===== config.mk =====
export PLATFORM = sky130hd
export DESIGN_NAME = fir_mc
export DESIGN_NICKNAME = d
export VERILOG_FILES = /design/src/rtl/fir_pkg.sv /design/src/rtl/fir_mc_coef_bank.sv /design/src/rtl/fir_mc.sv
export SDC_FILE = /design/constraint.sdc
export NUM_CORES = 2
export LEC_CHECK = 0
export ABC_CLOCK_PERIOD_IN_PS = 5850
export CORE_UTILIZATION = 42
export DETAILED_ROUTE_END_ITERATION = 6
export DONT_BUFFER_PORTS = 1
export SYNTH_ARGS = -nofsm -noshare
export SYNTH_HDL_FRONTEND = slang
export SYNTH_HIERARCHICAL = 1
export SYNTH_SLANG_ARGS = --single-unit

===== constraint.sdc =====
create_clock -name i_clk -period 5.85 [get_ports i_clk]
set_input_delay 0.585 -clock i_clk [delete_from_list [all_inputs] [get_ports i_clk]]
set_output_delay 0.585 -clock i_clk [all_outputs]
set_load 0.02 [all_outputs]

===== src/rtl/fir_pkg.sv =====
// fir_pkg: shared defaults and the pipeline sideband type for the multi-channel FIR
package fir_pkg;
  localparam int FIR_MC_DATA_WIDTH   = 8;
  localparam int FIR_MC_COEF_WIDTH   = 8;
  localparam int FIR_MC_NUM_TAPS     = 8;
  localparam int FIR_MC_NUM_CHANNELS = 4;
  localparam int FIR_MC_SIDE_W       = 32;
  typedef struct packed {
    logic                            valid;
    logic        [FIR_MC_SIDE_W-1:0] channel;
    logic                            bypass;
    logic signed [FIR_MC_SIDE_W-1:0] raw;
  } t_fir_mc_stage;
endpackage


===== src/rtl/fir_mc_coef_bank.sv =====
// fir_mc_coef_bank: shadow/active coefficient banks with atomic commit, export aligned to the product stage
module fir_mc_coef_bank import fir_pkg::*; #(
  parameter int COEF_WIDTH = FIR_MC_COEF_WIDTH,
  parameter int NUM_TAPS   = FIR_MC_NUM_TAPS,
  parameter int AW         = $clog2(NUM_TAPS)
) (
  input  logic                         i_clk,
  input  logic                         i_rst_n,
  input  logic                         i_we,
  input  logic [AW-1:0]                i_addr,
  input  logic signed [COEF_WIDTH-1:0] i_data,
  input  logic                         i_commit,
  output logic signed [COEF_WIDTH-1:0] o_coef [NUM_TAPS]
);
  logic signed [COEF_WIDTH-1:0] r_shadow [NUM_TAPS];
  logic signed [COEF_WIDTH-1:0] r_active [NUM_TAPS];
  always_ff @(posedge i_clk or negedge i_rst_n)
    if (!i_rst_n) begin
      for (int k = 0; k < NUM_TAPS; k++) begin
        r_shadow[k] <= '0;
        r_active[k] <= '0;
        o_coef[k]   <= '0;
      end
    end else begin
      for (int k = 0; k < NUM_TAPS; k++) begin
        if (i_we && i_addr == AW'(k)) r_shadow[k] <= i_data;
        if (i_commit) r_active[k] <= (i_we && i_addr == AW'(k)) ? i_data : r_shadow[k];
        o_coef[k] <= r_active[k];
      end
    end
endmodule


===== src/rtl/fir_mc.sv =====
// fir_mc: multi-channel FIR with shared double-buffered coefficients, rounding, saturation, bypass, flush; latency 4
module fir_mc import fir_pkg::*; #(
  parameter  int DATA_WIDTH   = FIR_MC_DATA_WIDTH,
  parameter  int COEF_WIDTH   = FIR_MC_COEF_WIDTH,
  parameter  int NUM_TAPS     = FIR_MC_NUM_TAPS,
  parameter  int NUM_CHANNELS = FIR_MC_NUM_CHANNELS,
  parameter  int SHIFT        = 0,
  localparam int ACC_WIDTH    = DATA_WIDTH + COEF_WIDTH + $clog2(NUM_TAPS),
  localparam int CH_W         = NUM_CHANNELS > 1 ? $clog2(NUM_CHANNELS) : 1,
  localparam int AW           = $clog2(NUM_TAPS)
) (
  input  logic                         i_clk,
  input  logic                         i_rst_n,
  input  logic signed [DATA_WIDTH-1:0] i_data_in,
  input  logic [CH_W-1:0]              i_channel_in,
  input  logic                         i_valid_in,
  input  logic                         i_coef_we,
  input  logic [AW-1:0]                i_coef_addr,
  input  logic signed [COEF_WIDTH-1:0] i_coef_data,
  input  logic                         i_coef_commit,
  input  logic                         i_bypass,
  input  logic                         i_flush,
  output logic signed [DATA_WIDTH-1:0] o_data_out,
  output logic [CH_W-1:0]              o_channel_out,
  output logic                         o_valid_out,
  output logic                         o_chan_err
);
  localparam int PW = DATA_WIDTH + COEF_WIDTH;
  localparam int SW = ACC_WIDTH + 1 > FIR_MC_SIDE_W ? ACC_WIDTH + 1 : FIR_MC_SIDE_W;
  localparam logic signed [SW-1:0] RND  = (SW'(1) << SHIFT) >> 1;
  localparam logic signed [SW-1:0] MAXV = (SW'(1) << (DATA_WIDTH - 1)) - SW'(1);
  localparam logic signed [SW-1:0] MINV = -MAXV - SW'(1);
  logic                         w_accept;
  logic signed [COEF_WIDTH-1:0] w_coef [NUM_TAPS];
  logic signed [DATA_WIDTH-1:0] r_line [NUM_CHANNELS][NUM_TAPS];
  logic signed [DATA_WIDTH-1:0] w_tap [NUM_TAPS];
  logic signed [PW-1:0]         r_prod [NUM_TAPS];
  logic signed [ACC_WIDTH-1:0]  w_sum, r_sum;
  logic signed [SW-1:0]         w_val;
  t_fir_mc_stage                r_s1, r_s2, r_s3;
  assign w_accept = i_valid_in && 32'(i_channel_in) < NUM_CHANNELS;
  fir_mc_coef_bank #(.COEF_WIDTH(COEF_WIDTH), .NUM_TAPS(NUM_TAPS), .AW(AW)) u_coef (
    .i_clk(i_clk), .i_rst_n(i_rst_n), .i_we(i_coef_we), .i_addr(i_coef_addr),
    .i_data(i_coef_data), .i_commit(i_coef_commit), .o_coef(w_coef)
  );
  always_ff @(posedge i_clk or negedge i_rst_n)
    if (!i_rst_n) begin
      for (int c = 0; c < NUM_CHANNELS; c++)
        for (int k = 0; k < NUM_TAPS; k++) r_line[c][k] <= '0;
    end else begin
      for (int c = 0; c < NUM_CHANNELS; c++)
        if (w_accept && 32'(i_channel_in) == 32'(c)) begin
          r_line[c][0] <= i_data_in;
          for (int k = 1; k < NUM_TAPS; k++) r_line[c][k] <= i_flush ? '0 : r_line[c][k-1];
        end else if (i_flush) begin
          for (int k = 0; k < NUM_TAPS; k++) r_line[c][k] <= '0;
        end
    end
  always_comb begin
    w_tap = r_line[0];
    for (int c = 1; c < NUM_CHANNELS; c++) if (r_s1.channel == 32'(c)) w_tap = r_line[c];
  end
  always_comb begin
    w_sum = '0;
    for (int k = 0; k < NUM_TAPS; k++) w_sum = w_sum + ACC_WIDTH'(r_prod[k]);
  end
  assign w_val = r_s3.bypass ? SW'(r_s3.raw) : (SW'(r_sum) + RND) >>> SHIFT;
  always_ff @(posedge i_clk or negedge i_rst_n)
    if (!i_rst_n) begin
      r_s1  <= '0;
      r_s2  <= '0;
      r_s3  <= '0;
      r_sum <= '0;
      for (int k = 0; k < NUM_TAPS; k++) r_prod[k] <= '0;
    end else begin
      r_s1  <= '{valid: w_accept, channel: FIR_MC_SIDE_W'(i_channel_in), bypass: i_bypass, raw: FIR_MC_SIDE_W'(i_data_in)};
      r_s2  <= r_s1;
      r_s3  <= r_s2;
      r_sum <= w_sum;
      for (int k = 0; k < NUM_TAPS; k++) r_prod[k] <= PW'(w_tap[k]) * PW'(w_coef[k]);
    end
  always_ff @(posedge i_clk or negedge i_rst_n)
    if (!i_rst_n) begin
      o_data_out    <= '0;
      o_channel_out <= '0;
      o_valid_out   <= 1'b0;
      o_chan_err    <= 1'b0;
    end else begin
      o_valid_out <= r_s3.valid && r_s3.channel < NUM_CHANNELS;
      o_chan_err  <= o_chan_err || (i_valid_in && !w_accept);
      if (r_s3.valid) begin
        o_data_out    <= w_val > MAXV ? MAXV[DATA_WIDTH-1:0] : w_val < MINV ? MINV[DATA_WIDTH-1:0] : w_val[DATA_WIDTH-1:0];
        o_channel_out <= r_s3.channel[CH_W-1:0];
      end
    end
endmodule


==> flow_summary.ini <==
[route]
route.met2.wl_mm = 54.0
met3_length_mm = 7.54
ant_nets = 0
drtIter0Drc = 2151
routedLengthMet1_mm = 53.7
routed-via-count = 29713
wl_per_cell_um = 20.4
routed_wl_mm = 119
routed.top_layer = met5
viasPerCell = 5.09
first_pass_iters = 6
drc_errors = 0

[die]
die_h_um = 334
die_w_um = 334
fp.coreArea_um2 = 109000
rows = 121
fp.dieArea_um2 = 112000
floorplan.initialDensity_pct = 42.5
ioPinCount = 40

[power_and_ir_drop]
powerDensity_nw_per_um2 = 434
p_leak_nw = 24.2
peakVddDrop_uv = 1230

[flow_run]
drv_cap = 0

[placement]
globalplace.congestion = 0.871
dpl.cell_count = 5673
place.port_buffers = 0
dp.final_hpwl_mm = 88.5

[setup_path]
critPathLaunchType = register
cp.required_ns = 6.40
worstPathArrival_ns = 6.14
end_kind = register
reg2reg_depth = 18
crit_fanout = 15
worstSetupPathType = register to register

[timing]
hold_viol_final = 87
period_needed_ns = 5.59
setup_viol = 0
rsz0062_at_grt = no
whs_ns = -0.293
slew_headroom_pct = -212
tns_ns = 0
min_period_over_period_pct = 95.6
drv_slew = 560
fmax_ghz = 0.179
tightest_slew_ns = 4.67
clock-skew-final_ns = 0.0367

[clock_tree]
h-tree-depth = 3
cts_tree = done
cts.sinks = 642
cts.repair.resized = 0
clock_latency_ns = 0.67
root_buffer = clkbuf_16
cts_made_buffers = 78
clk_path_buf_depth = 3
clk_pin_slew_worst_paths_ns = 0.06

[synth]
ys_types = 69
synthFlopType = dfrtp_1
ys_warn_count = 6
synth_top_area_cell = dfrtp_1
async_flop_share_pct = 100
syn_area_per_cell_um2 = 10.7
yosys-top-cells-area = dfrtp_1, fa_1, ha_1, inv_1, nand2_1
synth_cells = 4343
synth_top_area_share_pct = 34.7
syn-num-nets = 5161
synth-edff-count = 0
ys_ff_latch = 642
yosysSeqAreaShare_pct = 34.7
synth.cell_area_um2 = 46300

[min_path]
hold_class = input pin to async pin

[global_route]
grt_pass1_vias = 31422
grtUsageTotal_pct = 22.1
overflow = 0
antenna_found_initial = 13
grt_pass1_wl_mm = 188
grt_max_degree = 643

[cells_and_area]
area_growth_pct = 9.40
utilization_pct = 46.5
nNetsFinal = 5172
drive_gt1_share_pct = 8.83
final_cells = 5838

[run_status]
status = complete, but fails checks
violations = negative hold slack, max-slew violations
-- worst max-delay path, stage by stage, from the launching register on --
cell and delay [ns]:
dfrtp_4 0.62, buf_12 0.22, mux4_2 0.64, and2_1 0.23
fa_1 0.52, inv_1 0.06, fa_1 0.49, inv_1 0.05
fa_1 0.53, inv_1 0.05, fa_1 0.47, inv_1 0.04
ha_1 0.33, a21o_1 0.20, a21oi_1 0.18, a21boi_1 0.13
a311o_1 0.37, a21oi_1 0.18, xnor2_1 0.15
-- repair_timing --
item / in CTS / in global routing
hold buffers: 14 / 1
endpoints found under the hold margin: 676 / 652
setup buffers: 0 / 0
-- metrics by stage --
step	total power, mW	setup WS [ns]	area [µm²]	hold slack (ns)
floorplan	14.5	0.662	46300	0.289
global placement	17.1	0.334	47900	0.332
detailed placement	17.2	0.284	47900	0.336
CTS	22.2	0.259	50600	-0.334
global route	23.8	0.0197	50600	-0.329
finish	22.0	0.256	50700	-0.293
-- layer usage --
layer  vias to the layer above  GRT usage, %
li1                      13525             -
met1                     15372          30.9
met2                       651          34.3
met3                       163          4.51
met4                         2          7.40
met5                         -             0
-- cell families after synthesis --
kind of cell	after synthesis	share of synthesized area [%]
adders and majority gates	790	30.1
DFF	642	34.7
AOI/OAI and AO/OA	414	5.07
other	1	0.00810
muxes	212	6.69
xor gates and xnor gates	146	2.76
buffers and inverters	893	7.42
and+or+nand+nor	1245	13.3
-- flip-flops by register name, indices dropped and copies added, names as in the netlist --
| register | cells |
|---|---|
| o_channel_out | 2 |
| o_data_out | 8 |
| o_valid_out | 1 |
| r_line | 256 |
| r_prod | 128 |
| r_s1 | 12 |
| r_s2 | 12 |
| r_s3 | 12 |
| r_sum | 19 |
| u_coef/o_coef | 64 |
| u_coef/r_active | 64 |
| u_coef/r_shadow | 64 |
-- where the power goes --
part / switching, mW / internal, mW
Sequential: 0.702 / 5.28
Clock: 2.07 / 2.90
Combinational: 6.16 / 4.87
Total: 8.94 / 13.0
-- cells in the mapped netlist (all sizes together) (3+ instances only) --
cell type  instances
nand2            643
a21oi            280
and3               4
a21boi             3
a21o              20
xnor2            128
o2111ai            4
nor3b              4
nor2              59
xor2              18
o22a               7
and2             343
o21ai             48
o21a               7
nand2b            23
mux2i              8
nor3               7
mux4              64
nand3             21
o41a               3
nand4              8
o22ai              5
o211ai             7
clkbuf            64
a31oi              7
a211oi             4
nor4               7
ha               251
dfrtp            642
mux2             140
o21bai             3
fa               539
o31ai              6
nand3b            36
nand4b             3
a311oi             3
or3                3
inv              778
nor2b             72
buf               51
-- placed cells by master (no fill, tap or decap), drive strengths merged, types with 20 or more instances in the layout --
| cell type | n |
|---|---|
| mux4 | 64 |
| nand2 | 643 |
| ha | 251 |
| fa | 539 |
| nor2b | 72 |
| dfrtp | 642 |
| o21ai | 48 |
| inv | 786 |
| nor2 | 59 |
| buf | 31 |
| nand2b | 23 |
| clkbuf | 104 |
| and2 | 343 |
| xnor2 | 128 |
| a21o | 20 |
| mux2 | 140 |
| nand3 | 21 |
| a21oi | 280 |
| nand3b | 36 |
-- cell type report --
type | instances | area [µm²]
antenna | 7 | 17.5
multi-input combinational | 2808 | 26800
timing repair buffer | 46 | 408
fill | 10145 | 58400
clock inverter | 39 | 470
clock buffer | 104 | 2160
inverter | 778 | 2920
sequential | 642 | 16100
tap | 1414 | 1770
-- worst paths after layout --
check	startpoint	to	slack, ns
worst max register to register	r_s1[33]$_DFF_PN0_	r_prod[29]$_DFF_PN0_	0.26
min in group i_clk	i_data_in[6]	r_line[190]$_DFFE_PN0P_	0.04
max in group asynchronous	i_rst_n	r_s1[33]$_DFF_PN0_	1.91
worst min register to register	r_s2[3]$_DFF_PN0_	r_s3[3]$_DFF_PN0_	0.35
worst max-delay path	r_s1[33]$_DFF_PN0_	r_prod[29]$_DFF_PN0_	0.26
worst min-delay path	i_rst_n	u_coef/r_shadow[31]$_DFF_PN0_	-0.29
No activity file was read; power rests on OpenSTA's default activity.
